`config.mk`:
```
export PLATFORM = sky130hd
export DESIGN_NAME = req_arbiter
export DESIGN_NICKNAME = d
export VERILOG_FILES = /design/src/rtl/req_arbiter_pkg.sv /design/src/rtl/req_arbiter_prio_enc16.sv /design/src/rtl/req_arbiter.sv
export SDC_FILE = /design/constraint.sdc
export NUM_CORES = 1
export LEC_CHECK = 0
export CORE_UTILIZATION = 25
export DETAILED_ROUTE_END_ITERATION = 12
export SLEW_MARGIN = 10
export SYNTH_ARGS = -nofsm -noshare
export SYNTH_HDL_FRONTEND = slang
export SYNTH_HIERARCHICAL = 1
export SYNTH_SLANG_ARGS = --single-unit
```
`constraint.sdc`:
```
create_clock -name clk -period 4.1 [get_ports clk]
set_input_delay 0.82 -clock clk [delete_from_list [all_inputs] [get_ports clk]]
set_output_delay 0.82 -clock clk [all_outputs]
set_load 0.03 [all_outputs]
```
`src/rtl/req_arbiter_pkg.sv`:
```
// Shared widths, state encoding and one-hot helper for the request arbiter.
// Pure declarations: no latency, no flow control.
// Imported by req_arbiter; widths here size every grant/index bus.
package req_arbiter_pkg;

  localparam int NREQ   = 16;
  localparam int IDW    = 4;
  localparam int HOLD_W = 8;

  typedef enum logic {
    ST_IDLE = 1'b0,
    ST_OWN  = 1'b1
  } state_t;

  function automatic logic [NREQ-1:0] onehot(input logic [IDW-1:0] id);
    logic [NREQ-1:0] v;
    v = {{(NREQ-1){1'b0}}, 1'b1} << id;
    return v;
  endfunction

endpackage

```
`src/rtl/req_arbiter_prio_enc16.sv`:
```
// prio_enc16: combinational 16-to-4 priority encoder, highest set index wins.
// Zero latency; no flow control. out is 0 whenever valid is low.
// Pure combinational function of in.
module prio_enc16 (
  input  logic [15:0] in,
  output logic [3:0]  out,
  output logic        valid
);

  always_comb begin
    out = 4'd0;
    for (int i = 0; i < 16; i++) begin
      if (in[i]) out = 4'(i);
    end
  end

  assign valid = |in;

endmodule

```
`src/rtl/req_arbiter.sv`:
```
// 16-requester arbiter with hold limit; REQ_ARBITER_RR_EN selects round-robin over fixed priority.
// Latency: request to grant 1 cycle, release to idle 1 cycle, at least one idle cycle between owners.
// No preemption: owner keeps the grant until its request drops or MAX_HOLD revokes it.
module req_arbiter
  import req_arbiter_pkg::*;
#(
  parameter int unsigned MAX_HOLD = 16
) (
  input  logic            clk,
  input  logic            rst_n,
  input  logic            enable,
  input  logic [NREQ-1:0] req,
  output logic [NREQ-1:0] grant,
  output logic [IDW-1:0]  grant_id,
  output logic            grant_valid,
  output logic            timeout
);

  state_t            state, state_nxt;
  logic [HOLD_W-1:0] hold_cnt, hold_nxt;
  logic [NREQ-1:0]   skip_mask, skip_nxt;
  logic [IDW-1:0]    id_nxt;
  logic              timeout_nxt;
  logic              issue;

  logic [NREQ-1:0]   masked, arb_vec, enc_in;
  logic [IDW-1:0]    enc_out, win_id;
  logic              enc_valid;
  logic              owner_req, limit_hit;

  // A requester revoked by timeout steps aside once, unless it is the only one asking.
  assign masked  = req & ~skip_mask;
  assign arb_vec = (|masked) ? masked : req;

`ifdef REQ_ARBITER_RR_EN
  logic [IDW-1:0]    rr_ptr;
  logic [2*NREQ-1:0] rot_dbl;

  // Rotate so bit rr_ptr-1 lands on bit 15; the last owner then sits at bit 0.
  assign rot_dbl = {arb_vec, arb_vec} >> rr_ptr;
  assign enc_in  = rot_dbl[NREQ-1:0];
  assign win_id  = enc_out + rr_ptr;

  always_ff @(posedge clk) begin
    if (!rst_n)     rr_ptr <= 4'd15;
    else if (issue) rr_ptr <= win_id;
  end
`else
  assign enc_in = arb_vec;
  assign win_id = enc_out;
`endif

  prio_enc16 u_enc (
    .in    (enc_in),
    .out   (enc_out),
    .valid (enc_valid)
  );

  assign owner_req = req[grant_id];
  assign limit_hit = (MAX_HOLD != 0) && (hold_cnt == HOLD_W'(MAX_HOLD - 1));

  always_comb begin
    state_nxt   = state;
    id_nxt      = grant_id;
    hold_nxt    = hold_cnt;
    skip_nxt    = skip_mask;
    timeout_nxt = 1'b0;
    issue       = 1'b0;
    case (state)
      ST_IDLE: begin
        if (enable && enc_valid) begin
          state_nxt = ST_OWN;
          id_nxt    = win_id;
          hold_nxt  = '0;
          skip_nxt  = '0;
          issue     = 1'b1;
        end
      end
      ST_OWN: begin
        // A request dropping on the limit edge counts as a normal release.
        if (!owner_req) begin
          state_nxt = ST_IDLE;
          id_nxt    = '0;
          hold_nxt  = '0;
        end else if (limit_hit) begin
          state_nxt   = ST_IDLE;
          id_nxt      = '0;
          hold_nxt    = '0;
          skip_nxt    = onehot(grant_id);
          timeout_nxt = 1'b1;
        end else begin
          hold_nxt = hold_cnt + 8'd1;
        end
      end
      default: state_nxt = ST_IDLE;
    endcase
  end

  always_ff @(posedge clk) begin
    if (!rst_n) begin
      state     <= ST_IDLE;
      grant_id  <= '0;
      grant     <= '0;
      hold_cnt  <= '0;
      skip_mask <= '0;
      timeout   <= 1'b0;
    end else begin
      state     <= state_nxt;
      grant_id  <= id_nxt;
      grant     <= (state_nxt == ST_OWN) ? onehot(id_nxt) : '0;
      hold_cnt  <= hold_nxt;
      skip_mask <= skip_nxt;
      timeout   <= timeout_nxt;
    end
  end

  assign grant_valid = (state == ST_OWN);

endmodule

```
# After elaboration in Yosys (flattened, before gate mapping)
# Cells that the tools add are included.
[totals] reg_bits=46 out_inout_bits=22 elab_cells=58 in_bits=19
[classes] muxes=35 n_addsub=1 order_cmp=1 bitwise=3 n_shift=2 reduce_logical=6 n_eq_ne=4
[ops] operator="two-way mux 16 bit" n=4
[ops] operator="two-way mux 4 bit" n=11
[ops] operator="one-hot mux 16 bit (2 select lines)" n=1
[ops] operator="OR reduction 16 bit" n=2
[ops] operator="left shift 1 x 4 -> 16 bit, first input constant" n=2
[ops] operator="two-way mux 8 bit" n=3
[ops] operator="AND 16 bit" n=1
[ops] operator="NOT 16 bit" n=1
[ops] operator="one-hot mux 8 bit (2 select lines)" n=1
[ops] operator="two-way mux 3 bit" n=4
[ops] operator="adder 8 x 1 -> 8 bit, second input constant" n=1
[ops] operator="== test 8 x 4 -> 1 bit, second input constant" n=1
[ops] operator="one-hot mux 4 bit (2 select lines)" n=1
[ops] operator="two-way mux 1 bit" n=6
[ops] operator="AND reduction 3 bit" n=2
[ops] operator="less-than comparator 4 x 5 -> 1 bit, second input constant" n=1
[ops] operator="binary-select mux 1 bit (select 4 bit)" n=1
[ops] operator="two-way mux 2 bit" n=2
[ops] operator="inequality test 2 x 1 -> 1 bit, second input constant" n=2
[ops] operator="inequality test 2 bit, second input constant" n=1
[ops] operator="one-hot mux 1 bit (2 select lines)" n=1
[ops] operator="AND reduction 2 bit" n=1
[ops] operator="logical AND 1 bit" n=1
[ops] operator="NOT 1 bit" n=1

# Longest topological paths before layout
[depth] ltp_word=22 ltp_mapped=15 mapped_depth_nobuf=13

# By module
# The synthesis kept the hierarchy.
[modules_own_cells] mod="req_arbiter" instances=1 area_per_inst_um2=2120.8 cells_each=245 seq_area_each_um2=920.9
[modules_own_cells] mod="prio_enc16" instances=1 area_per_inst_um2=170.2 cells_each=28 seq_area_each_um2=0.0

# Worst setup path before layout
# No wires, ideal clock.
[synth_timing] path_kind="input-to-reg" start="in req[1]" end="reg grant[6]" arrival_ns=3.309 setup_time_ns=0.119 stages=14 setup_slack_ns=0.672 required_ns=3.981 n_path_buf=1 cell_sequence="inv_1 o22ai_1 a221oi_1 nand4_1 clkbuf_1 a21boi_0 nor4_2 nand3_1 or2_1 nand2_1 mux2_2 a32oi_2 nand4b_1 nor2_1"
[synth_via] elab_cells_between_ends=30 classes_between="shift: 1; mux: 24; bitwise: 1; reduce/logical: 4"
[synth_lines] element="start: declaration" line="req_arbiter.sv:12" source="input logic [NREQ-1:0] req,"
[synth_lines] element="AND 16 bit" line="req_arbiter.sv:32" source="assign masked = req & ~skip_mask;"
[synth_lines] element="OR reduction 16 bit" line="req_arbiter.sv:33" source="assign arb_vec = (|masked) ? masked : req;"
[synth_lines] element="two-way mux 16 bit" line="req_arbiter.sv:33"
[synth_lines] element="named net arb_vec[9]" line="req_arbiter.sv:26" source="logic [NREQ-1:0] masked, arb_vec, enc_in;"
[synth_lines] element="two-way mux 4 bit (7 in series)" line="req_arbiter_prio_enc16.sv:13" source="if (in[i]) out = 4'(i);"
[synth_lines] element="named net enc_out[3]" line="req_arbiter.sv:27" source="logic [IDW-1:0] enc_out, win_id;"
[synth_lines] element="two-way mux 4 bit" line="req_arbiter.sv:71" source="if (enable && enc_valid) begin"
[synth_lines] element="one-hot mux 4 bit (2 select lines)" line="req_arbiter.sv:69" source="case (state)"
[synth_lines] element="left shift 1 x 4 -> 16 bit" line="req_arbiter_pkg.sv:17" source="v = {{(NREQ-1){1'b0}}, 1'b1} << id;"
[synth_lines] element="end signal: assignment" line="req_arbiter.sv:110" source="grant <= (state_nxt == ST_OWN) ? onehot(id_nxt) : '0;"
[synth_lines] element="end: declaration" line="req_arbiter.sv:13" source="output logic [NREQ-1:0] grant,"
# The timed path passes the listed nets, and every way through them passes these cells. The select of a mux whose other input is x is not followed.
# A chain may end at the register's enable or synchronous reset.

# Worst setup path in the final report
[layout_timing] start="in req[5]" end="reg grant[4]"
[layout_via] elab_cells_between_ends=30 classes_between="shift: 1; mux: 24; bitwise: 1; reduce/logical: 4"
[layout_lines] element="AND 16 bit" line="req_arbiter.sv:32"
[layout_lines] element="OR reduction 16 bit" line="req_arbiter.sv:33"
[layout_lines] element="two-way mux 16 bit" line="req_arbiter.sv:33"
[layout_lines] element="named net arb_vec[13]" line="req_arbiter.sv:26"
[layout_lines] element="two-way mux 4 bit (3 in series)" line="req_arbiter_prio_enc16.sv:13"
[layout_lines] element="named net enc_out[3]" line="req_arbiter.sv:27"
[layout_lines] element="two-way mux 4 bit" line="req_arbiter.sv:71"
[layout_lines] element="one-hot mux 4 bit (2 select lines)" line="req_arbiter.sv:69"
[layout_lines] element="left shift 1 x 4 -> 16 bit" line="req_arbiter_pkg.sv:17"
# The timed path passes the listed nets, and every way through them passes these cells. The select of a mux whose other input is x is not followed.

==> results.toml <==
[logic_synthesis]
synthesis.instances = 273
syn_area_mm2 = 0.00229
yosysMostFrequentCell = "dfxtp_1"
ys.flop_type = "dfxtp_1"
synth-seq-cells = 46
avgSynthCellArea_um2 = 8.39
async_flop_share = 0
yosysSeqAreaShare = 0.402
ys_warn_count = 6
ys_top_cells_by_area = "dfxtp_1, nor2_1, mux4_2"
syn-num-nets = 293
synth_top_cell_by_area = "dfxtp_1"
yosysTopAreaCellShare = 0.402
synth_cell_types = 48
synth_common_cells = "dfxtp_1, nor2_1, nand2_1, nand3_1"
synth_edf_count = 0

[timing]
skew_ns = 0.00564
max_freq_mhz = 259
period_share = 0.940
final-setup-viol-count = 0
setup_ws_ns = 0.245
finalHoldViolations = 0
timing.slew.headroom = 0.395
min_period_ns = 3.85
rsz0062_at_grt = "no"
timing.hold.ws_ns = 0.487
worst_slew_pin_slew_ns = 0.907
finalMaxSlewViolations = 0

[worst_setup_path]
crit_path_frequent_cell = "nand4_1"
arrival_ns = 4.08
crit_slowest_cell = "clkdlybuf4s50_1"
end_kind = "flip-flop"
r2r_slack_ns = 0.96
crit_chain = "clkdlybuf4s50_1 > inv_1 > o22ai_1 > a221oi_1 > nand4_1 > buf_4 > a21oi_1 > nor4_2 > nand3_1 > or2_1 > nand2_2 > mux2_2 > a32oi_1 > nand4_1 > nor2_1"
r2r-start = "skip_mask[0]$_SDFFE_PN0P_"
crit_end = "grant[4]$_SDFF_PP0_"
crit_type = "in -> reg"
slowest_delay_ns = 0.53
reg2reg_depth = 11
worstSetupStartpoint = "req[5]"
worstSetupStartpointType = "input pin"
required_ns = 4.33
rr_endpoint = "grant[5]$_SDFF_PP0_"
worstPathMaxFanout = 12

[cts]
clk_pin_slew_worst_paths_ns = 0.08
clockRootBuffer = "clkbuf_8"
clkSinkCount = 46
cts_buffers = 5
clockBufferDepth = 2
cts_tree = "done"
post_cts.repair.setup_buffers = 0
h-tree-depth = 2
clock_latency_ns = 0.29

[global_routing]
grt_antenna_before_repair = 0
track_usage = 0.132
grt_max_degree = 34
grt_pass1_wl_um = 10100
grt.overflow.total = 0
grt_pass1_vias = 2003

[status]
violations = "DRC"
status = "finished, violations left"

[power_and_ir_drop]
ir_drop_mv = 0.118
p_leak_nw = 1.03
finalPower_mw = 0.925
powerDensity_mw_per_mm2 = 316

[place]
port_buffers = 40
dpl.hpwl_um = 4790
place.gp.congestion = 0.885
place_ws_ns = -0.171

[floorplan]
core_area_mm2 = 0.00881
initial_core_util = 0.260
dieArea_mm2 = 0.00955
fp-row-count = 34
die_height_um = 97.7
io_pins = 41
die_w_um = 97.7

[drt]
drc_errors = 4
ant_nets = 0
drtIter0Drc = 162
via_per_inst = 5.04
vias = 2148
dr.pass1.iters = 8
detail_route.wirelength_um = 6070
wl_per_cell_um = 14.3

[worst_hold_path]
min_path_type = "reg -> reg"

[job]
drv_cap = 0

[layout]
syn_to_final_growth_pct = 27.7
antenna_cells = 0
nets = 337
drive_gt1_frac = 0.110
metrics by stage:
stage | instances | TNS (ns) | instance area [um2] | util
2_1_floorplan | 273 | 0 | 2290 | -
4_1_cts | 426 | 0 | 2920 | 0.332
5_1_grt | 426 | 0 | 2930 | 0.332
3_5_place_dp | 418 | -2.20 | 2830 | 0.322
6_report | 426 | 0 | 2930 | 0.332
3_3_place_gp | 418 | -0.528 | 2830 | 0.322
state kept, by name, summed over array words and instances, names as in the netlist:
| register | flops |
|---|---|
| grant | 16 |
| skip_mask | 16 |
| hold_cnt | 8 |
| grant_id | 4 |
| grant_valid | 1 |
| timeout | 1 |
critical path: cells and delay by family:
family | cells | cell delay, ns
simple gates | 7 | 1.49
compound gates | 4 | 0.59
mux | 1 | 0.36
buf+inv | 3 | 0.81
layer usage:
metal,wire length (um),global-route usage,part of all wire,vias up
li1,-,-,-,1067
met1,2940,0.180,0.48,1024
met2,2830,0.213,0.47,46
met3,197,0.0194,0.032,11
met4,110,0.0443,0.018,0
met5,0,0,0,-
kinds of logic after synthesis:
| logic type | count (synthesis) | share of synthesized area |
|---|---|---|
| multiplexers | 11 | 0.0786 |
| flip-flops | 46 | 0.402 |
| AND/OR/NAND/NOR | 114 | 0.245 |
| adder cells (fa/ha/maj) | 1 | 0.00546 |
| buffers and inverters | 33 | 0.0606 |
| AO/OA/AOI/OAI | 66 | 0.201 |
| XOR/XNOR | 2 | 0.00765 |
power breakdown:
group	total [mW]	switching (mW)	internal, mW	leakage (nW)
combinational	0.184	0.103	0.0803	0.617
clock	0.268	0.148	0.120	0.0452
sequential	0.473	0.0174	0.456	0.372
total	0.925	0.268	0.657	1.03
worst min path at each step:
| stage | start | end | slack [ns] | cells after the start |
|---|---|---|---|---|
| 2_1_floorplan | hold_cnt[2]$_SDFFE_PN0P_ | hold_cnt[2]$_SDFFE_PN0P_ | 0.44 | 1 |
| 3_3_place_gp | hold_cnt[1]$_SDFFE_PN0P_ | hold_cnt[1]$_SDFFE_PN0P_ | 0.46 | 2 |
| 3_5_place_dp | hold_cnt[2]$_SDFFE_PN0P_ | hold_cnt[2]$_SDFFE_PN0P_ | 0.47 | 1 |
| 4_1_cts | hold_cnt[2]$_SDFFE_PN0P_ | hold_cnt[2]$_SDFFE_PN0P_ | 0.49 | 1 |
| 5_1_grt | hold_cnt[7]$_SDFFE_PN0P_ | hold_cnt[7]$_SDFFE_PN0P_ | 0.51 | 2 |
| 6_report | hold_cnt[1]$_SDFFE_PN0P_ | hold_cnt[1]$_SDFFE_PN0P_ | 0.49 | 2 |
layout make-up:
cell class	count	area, um2
fillers	929	5880
multi-input cells	194	1240
flip-flops and latches	46	921
repair buffers	49	468
well taps	108	135
inverters	21	78.8
clock buffers	6	72.6
clock inverters	2	13.8
placed cells by master (no fill, tap or decap), types with 3 or more instances in the layout:
cell type        netlist  final
buf_4                  1      9
nand3_1               22     22
o21ai_0               20     20
mux2_2                 6      6
a21boi_0               8      6
nor3_1                 5      5
o22ai_1                4      4
a221oi_1               4      4
nand2b_1               4      4
nand2_1               23     22
a21oi_1               10     10
a32oi_2                3      3
inv_1                 20     20
clkdlybuf4s50_1        0     40
clkbuf_8               0      5
dfxtp_1               46     46
nand4_1                3      3
nor2_1                35     34
and3_1                 7      7
mux4_2                 5      5
timing repair:
item	4_1_cts	5_1_grt
hold buffers	0	0
endpoints found under the setup margin	0	26
gates resized for setup	0	4
hold endpoints to repair	0	0
(Power assumes the default switching activity.)
